File: src/rtl/sun_pll_ctrl.sv
// SUN_PLL power-up sequencer and lock detector: brings up bias, oscillator/divider
// and charge pump in order, then tracks lock from the synchronised PFD error.
module sun_pll_ctrl #(
    parameter int BIAS_CYCLES  = 64,
    parameter int START_CYCLES = 16,
    parameter int LOCK_CYCLES  = 256,
    parameter int UNLOCK_ERRS  = 4,
    parameter int ACQ_TIMEOUT  = 4096,
    parameter int CNT_W        = 13
) (
    input  logic       CK,
    input  logic       RN,
    input  logic       EN,
    input  logic       PHASE_ERR,
    output logic       PWRUP_BIAS,
    output logic       PWRUP_OSC,
    output logic       CP_EN,
    output logic       LOCK,
    output logic       TIMEOUT,
    output logic [3:0] RETRIES,
    output logic [2:0] STATE
);

    typedef enum logic [2:0] {
        OFF       = 3'd0,
        BIAS_WAIT = 3'd1,
        OSC_START = 3'd2,
        ACQUIRE   = 3'd3,
        LOCKED    = 3'd4,
        RETRY     = 3'd5
    } state_t;

    localparam logic [CNT_W-1:0] BIAS_LAST  = CNT_W'(BIAS_CYCLES - 1);
    localparam logic [CNT_W-1:0] START_LAST = CNT_W'(START_CYCLES - 1);
    localparam logic [CNT_W-1:0] LOCK_LAST  = CNT_W'(LOCK_CYCLES - 1);
    localparam logic [CNT_W-1:0] UNL_LAST   = CNT_W'(UNLOCK_ERRS - 1);
    localparam logic [CNT_W-1:0] ACQ_LAST   = CNT_W'(ACQ_TIMEOUT - 1);

    state_t           state_q, state_d;
    logic [CNT_W-1:0] cnt_q, cnt_d, gcnt_q, gcnt_d, ecnt_q, ecnt_d;
    logic             sync_q, err_s_q;
    logic             timeout_q, timeout_d;
    logic [3:0]       retries_q, retries_d;
    logic             bias_q, bias_d, osc_q, osc_d, cp_q, cp_d, lock_q, lock_d;

    always_comb begin
        state_d   = state_q;
        timeout_d = timeout_q;
        retries_d = retries_q;
        gcnt_d    = gcnt_q;
        ecnt_d    = ecnt_q;
        cnt_d     = (cnt_q == '1) ? cnt_q : cnt_q + CNT_W'(1);
        if (!EN) begin
            state_d = OFF;
        end else begin
            case (state_q)
                OFF: begin
                    state_d   = BIAS_WAIT;
                    timeout_d = 1'b0;
                    retries_d = 4'd0;
                end
                BIAS_WAIT: if (cnt_q == BIAS_LAST)  state_d = OSC_START;
                OSC_START: if (cnt_q == START_LAST) state_d = ACQUIRE;
                RETRY:     if (cnt_q == START_LAST) state_d = OSC_START;
                ACQUIRE: begin
                    if (err_s_q)                  gcnt_d  = '0;
                    else if (gcnt_q >= LOCK_LAST) state_d = LOCKED;
                    else                          gcnt_d  = gcnt_q + CNT_W'(1);
                    // Lock takes priority over a coincident timeout.
                    if (state_d == ACQUIRE && cnt_q >= ACQ_LAST) begin
                        state_d   = RETRY;
                        timeout_d = 1'b1;
                        retries_d = (retries_q == 4'd15) ? retries_q : retries_q + 4'd1;
                    end
                end
                LOCKED: begin
                    if (!err_s_q)                ecnt_d  = '0;
                    else if (ecnt_q >= UNL_LAST) state_d = ACQUIRE;
                    else                         ecnt_d  = ecnt_q + CNT_W'(1);
                end
                default: state_d = OFF;
            endcase
        end
        if (state_d != state_q) begin
            cnt_d  = '0;
            gcnt_d = '0;
            ecnt_d = '0;
        end
        bias_d = state_d inside {BIAS_WAIT, OSC_START, ACQUIRE, LOCKED, RETRY};
        osc_d  = state_d inside {OSC_START, ACQUIRE, LOCKED};
        cp_d   = state_d inside {ACQUIRE, LOCKED};
        lock_d = (state_d == LOCKED);
    end

    always_ff @(posedge CK or negedge RN) begin
        if (!RN) begin
            state_q   <= OFF;
            cnt_q     <= '0;
            gcnt_q    <= '0;
            ecnt_q    <= '0;
            sync_q    <= 1'b1;
            err_s_q   <= 1'b1;
            timeout_q <= 1'b0;
            retries_q <= 4'd0;
            bias_q    <= 1'b0;
            osc_q     <= 1'b0;
            cp_q      <= 1'b0;
            lock_q    <= 1'b0;
        end else begin
            state_q   <= state_d;
            cnt_q     <= cnt_d;
            gcnt_q    <= gcnt_d;
            ecnt_q    <= ecnt_d;
            sync_q    <= PHASE_ERR;
            err_s_q   <= sync_q;
            timeout_q <= timeout_d;
            retries_q <= retries_d;
            bias_q    <= bias_d;
            osc_q     <= osc_d;
            cp_q      <= cp_d;
            lock_q    <= lock_d;
        end
    end

    assign PWRUP_BIAS = bias_q;
    assign PWRUP_OSC  = osc_q;
    assign CP_EN      = cp_q;
    assign LOCK       = lock_q;
    assign TIMEOUT    = timeout_q;
    assign RETRIES    = retries_q;
    assign STATE      = state_q;

endmodule

File: config.mk
export PLATFORM = sky130hd
export DESIGN_NAME = sun_pll_ctrl
export DESIGN_NICKNAME = d
export VERILOG_FILES = /design/src/rtl/sun_pll_ctrl.sv
export SDC_FILE = /design/constraint.sdc
export NUM_CORES = 1
export LEC_CHECK = 0
export CAP_MARGIN = 20
export CORE_MARGIN = 2
export CORE_UTILIZATION = 37
export DETAILED_ROUTE_END_ITERATION = 16
export PLACE_DENSITY = 0.52
export SETUP_SLACK_MARGIN = 0.2
export SLEW_MARGIN = 20
export SYNTH_ARGS = -nofsm -noshare
export SYNTH_HDL_FRONTEND = slang
export SYNTH_SLANG_ARGS = --single-unit
File: constraint.sdc
create_clock -name CK -period 4.9 [get_ports CK]
set_clock_uncertainty 0.15 [all_clocks]
set_input_delay 1.47 -clock CK [delete_from_list [all_inputs] [get_ports CK]]
set_output_delay 1.47 -clock CK [all_outputs]
set_load 0.01 [all_outputs]
==> run_summary.xml <==
<?xml version="1.0" encoding="UTF-8"?>
<metrics>
  <group name="floorplan">
    <metric name="placement_rows" unit="">30</metric>
    <metric name="die_width" unit="µm">88.7</metric>
    <metric name="die_h" unit="µm">88.7</metric>
    <metric name="ios" unit="">16</metric>
    <metric name="dieArea" unit="µm²">7860</metric>
    <metric name="core_area" unit="µm²">6870</metric>
    <metric name="initial_core_util" unit="">0.386</metric>
  </group>
  <group name="timing">
    <metric name="timing.final.setup_violations" unit="">0</metric>
    <metric name="slew_headroom" unit="">0.586</metric>
    <metric name="max_freq" unit="GHz">0.276</metric>
    <metric name="finalHoldViolCount" unit="">0</metric>
    <metric name="unrepaired_setup_endpoints_after_global_routing" unit="">no</metric>
    <metric name="tns" unit="ps">0</metric>
    <metric name="drv_slew" unit="">0</metric>
    <metric name="fin_crit_sh" unit="">0.740</metric>
    <metric name="period_needed" unit="ps">3630</metric>
    <metric name="worst-slew-pin-transition" unit="ps">615</metric>
  </group>
  <group name="cts">
    <metric name="postCtsSetupBuffers" unit="">0</metric>
    <metric name="clock_buffer_depth" unit="">2</metric>
    <metric name="cts_tree" unit="">done</metric>
    <metric name="cts.root.buffer_cell" unit="">clkbuf_8</metric>
    <metric name="tritoncts_num_sinks" unit="">53</metric>
    <metric name="hold_buffers" unit="">0</metric>
    <metric name="post_cts_resized" unit="">0</metric>
    <metric name="cts_inserted_buffers" unit="">5</metric>
    <metric name="htreeDepth" unit="">2</metric>
    <metric name="clkLatencyLatePin" unit="ps">310</metric>
    <metric name="clkTransAtPathRegs" unit="ps">100</metric>
  </group>
  <group name="synthesis">
    <metric name="synth-adder-area-share" unit="">0.0189</metric>
    <metric name="synth_top_family_by_area" unit="">simple AND/OR/NAND/NOR gates</metric>
    <metric name="post_synth.cell_area_avg" unit="µm²">9.34</metric>
    <metric name="flops_latches_synth" unit="">53</metric>
    <metric name="postSynthNetCount" unit="">292</metric>
    <metric name="postSynth.asyncResetShare" unit="">1.00</metric>
    <metric name="yosys-mux-area-fraction" unit="">0.0189</metric>
    <metric name="synth_enable_flop_cells" unit="">0</metric>
    <metric name="synth_simple_gate_area_share" unit="">0.280</metric>
    <metric name="synthesis.instances" unit="">284</metric>
    <metric name="post_synth_instance_area" unit="µm²">2650</metric>
    <metric name="synth_cell_types" unit="">50</metric>
    <metric name="post_synth_xor_area_fraction" unit="">0.0264</metric>
    <metric name="synth_seq_area_share" unit="">0.501</metric>
    <metric name="synth-compound-area-share" unit="">0.117</metric>
    <metric name="ys_dominant_reg_cell" unit="">dfrtp_1</metric>
    <metric name="yosys_warnings" unit="">0</metric>
  </group>
  <group name="global_route">
    <metric name="number_of_antenna_violations_at_the_first_check_in_global_routing" unit="">0</metric>
    <metric name="global_route_wire_length_before_repair" unit="µm">9090</metric>
    <metric name="grt_start_max_net_pins" unit="">40</metric>
    <metric name="grtUsageTotal" unit="">0.149</metric>
    <metric name="grt_remaining_overflow" unit="">0</metric>
    <metric name="first_global_vias" unit="">1864</metric>
  </group>
  <group name="critical_path">
    <metric name="path_class" unit="">in2reg</metric>
    <metric name="critPathCaptureType" unit="">register</metric>
    <metric name="crit_family" unit="">buffers and inverters</metric>
    <metric name="critPathBufInv" unit="">2</metric>
    <metric name="slowest_delay" unit="ps">670</metric>
    <metric name="cp_required" unit="ps">4930</metric>
    <metric name="cp_data_arrival_time" unit="ps">3660</metric>
    <metric name="worst_setup_path_start_kind" unit="">input pin</metric>
    <metric name="worstPathCellList" unit="">clkdlybuf4s50_1 &gt; or4b_2 &gt; o21ai_0 &gt; a221o_1 &gt; a31oi_1 &gt; o211ai_2 &gt; buf_4 &gt; nor2_1</metric>
    <metric name="cpMaxStageDelayCell" unit="">or4b_2</metric>
    <metric name="critical_path.max_fanout" unit="">39</metric>
  </group>
  <group name="layout">
    <metric name="num-nets-final" unit="">304</metric>
    <metric name="fin_area" unit="µm²">2990</metric>
    <metric name="final_layout_size_suffix_gt1_frac" unit="">0.0741</metric>
    <metric name="antennaDiodeCount" unit="">0</metric>
    <metric name="final.fill_count" unit="">669</metric>
    <metric name="synthesis_to_finish_area_growth" unit="%">12.8</metric>
  </group>
  <group name="min_path">
    <metric name="min_path_type" unit="">reg2reg</metric>
  </group>
  <group name="power">
    <metric name="power_per_cell_area" unit="nW/µm²">270</metric>
    <metric name="ir_worst_vdd" unit="mV">0.137</metric>
    <metric name="power_leakage" unit="µW">0.00127</metric>
  </group>
  <group name="detailed_routing">
    <metric name="remaining_drc_errors" unit="">0</metric>
    <metric name="wirelength" unit="µm">5320</metric>
    <metric name="wl_per_cell" unit="µm">13.5</metric>
    <metric name="drt_via_density" unit="">5.17</metric>
    <metric name="firstDrtPassIters" unit="">4</metric>
    <metric name="dr_total_vias" unit="">2030</metric>
    <metric name="drt_iter0_drc" unit="">76</metric>
    <metric name="drtAntennaViolNets" unit="">0</metric>
  </group>
  <group name="place">
    <metric name="postPlaceCellArea" unit="µm²">2870</metric>
    <metric name="dp_hpwl" unit="µm">3690</metric>
    <metric name="gp_routability_congestion" unit="">0.907</metric>
    <metric name="io_buffer_count" unit="">15</metric>
  </group>
  <group name="run">
    <metric name="cap_viol_max_count" unit="">0</metric>
  </group>
  <group name="outcome">
    <metric name="result_of_the_run" unit="">finished clean</metric>
  </group>
</metrics>
flip-flops by register name, summed over array words and instances (netlist names), 3 cells and up:
register and flops:
cnt_q 13, ecnt_q 13, gcnt_q 13, RETRIES 4, STATE 3
report_power, final:
part           internal (µW)  leakage, µW  switching [µW]
Combinational           13.4     0.000487            27.0
Clock                    166    0.0000574             147
Sequential               443     0.000726            9.07
Total                    623      0.00127             183
metal layers:
metal	global-route usage	share of wire	vias to the layer above
met5	0	0	-
met4	0.0413	0.0068	0
met3	0.0308	0.029	5
met2	0.220	0.44	32
met1	0.221	0.53	954
li1	-	-	1039
area by class of cell:
cell class / count / area (µm²) / share of cell area
Inverter: 9 / 33.8 / 0.0113
Sequential cell: 53 / 1330 / 0.444
Multi-Input combinational cell: 209 / 1220 / 0.408
Clock buffer: 6 / 82.6 / 0.0276
Tap cell: 96 / 120 / 0.0402
Clock inverter: 2 / 37.5 / 0.0125
Timing Repair Buffer: 18 / 168 / 0.0560
synth_stat cells, types with 3 or more instances:
cell type | instances | share of area
a21oi_1 | 16 | 0.030
a31oi_1 | 6 | 0.014
a41oi_1 | 3 | 0.0099
and2_1 | 4 | 0.0094
and3_1 | 5 | 0.012
buf_2 | 3 | 0.0057
clkbuf_1 | 8 | 0.011
dfrtp_1 | 51 | 0.48
ha_1 | 4 | 0.019
inv_1 | 9 | 0.013
mux2i_1 | 5 | 0.019
nand2_1 | 28 | 0.040
nand3_1 | 14 | 0.026
nand4_1 | 7 | 0.017
nor2_1 | 46 | 0.065
nor3_1 | 4 | 0.0076
nor4_1 | 9 | 0.021
o21ai_0 | 8 | 0.015
or3_1 | 4 | 0.0094
or4_1 | 3 | 0.0085
xnor2_1 | 3 | 0.0099
xor2_1 | 5 | 0.017
logic make-up (layout without fill, tap and decap cells):
| group | after synthesis | in the layout |
|---|---|---|
| AO/OA/AOI/OAI | 48 | 48 |
| adder cells (fa/ha/maj) | 4 | 4 |
| multiplexers | 5 | 5 |
| XOR/XNOR | 8 | 8 |
| flip-flops | 53 | 53 |
| AND/OR/NAND/NOR | 144 | 144 |
| buffers and inverters | 22 | 35 |
cell usage in the layout, fill, tap and decap left out, types with 4 or more instances in the layout:
master           count
nor2_1              46
or3_1                4
nor4_1               9
nand4_1              7
o21ai_0              8
nand3_1             14
nor3_1               4
a21oi_1             16
clkbuf_8             6
xor2_1               5
dfrtp_1             51
inv_1                9
nand2_1             28
mux2i_1              5
ha_1                 4
and2_1               4
and3_1               5
a31oi_1              6
clkdlybuf4s50_1     14
worst paths after layout:
path | to | cells after the start | slack, ps | from
max | cnt_q[8] | 8 | 1270 | EN
min | err_s_q | 0 | 220 | sync_q
max reg2reg | cnt_q[8] | 8 | 2130 | cnt_q[0]
min reg2reg | err_s_q | 0 | 220 | sync_q
max in group asynchronous | sync_q | 2 | 2830 | RN
min in group asynchronous | cnt_q[11] | 1 | 950 | RN
through the flow:
| stage | total power (µW) | setup slack, ps | util | cells | hold slack, ps |
|---|---|---|---|---|---|
| 5_1_grt | 836 | 1160 | 0.436 | 393 | 223 |
| 6_report | 806 | 1270 | 0.436 | 393 | 218 |
| 3_3_place_gp | 503 | 958 | 0.418 | 385 | 196 |
| 3_5_place_dp | 503 | 975 | 0.418 | 385 | 205 |
| 2_1_floorplan | 484 | 1910 | - | 284 | 195 |
| 4_1_cts | 816 | 1300 | 0.436 | 393 | 220 |
Power figures use the tool's default switching activity.
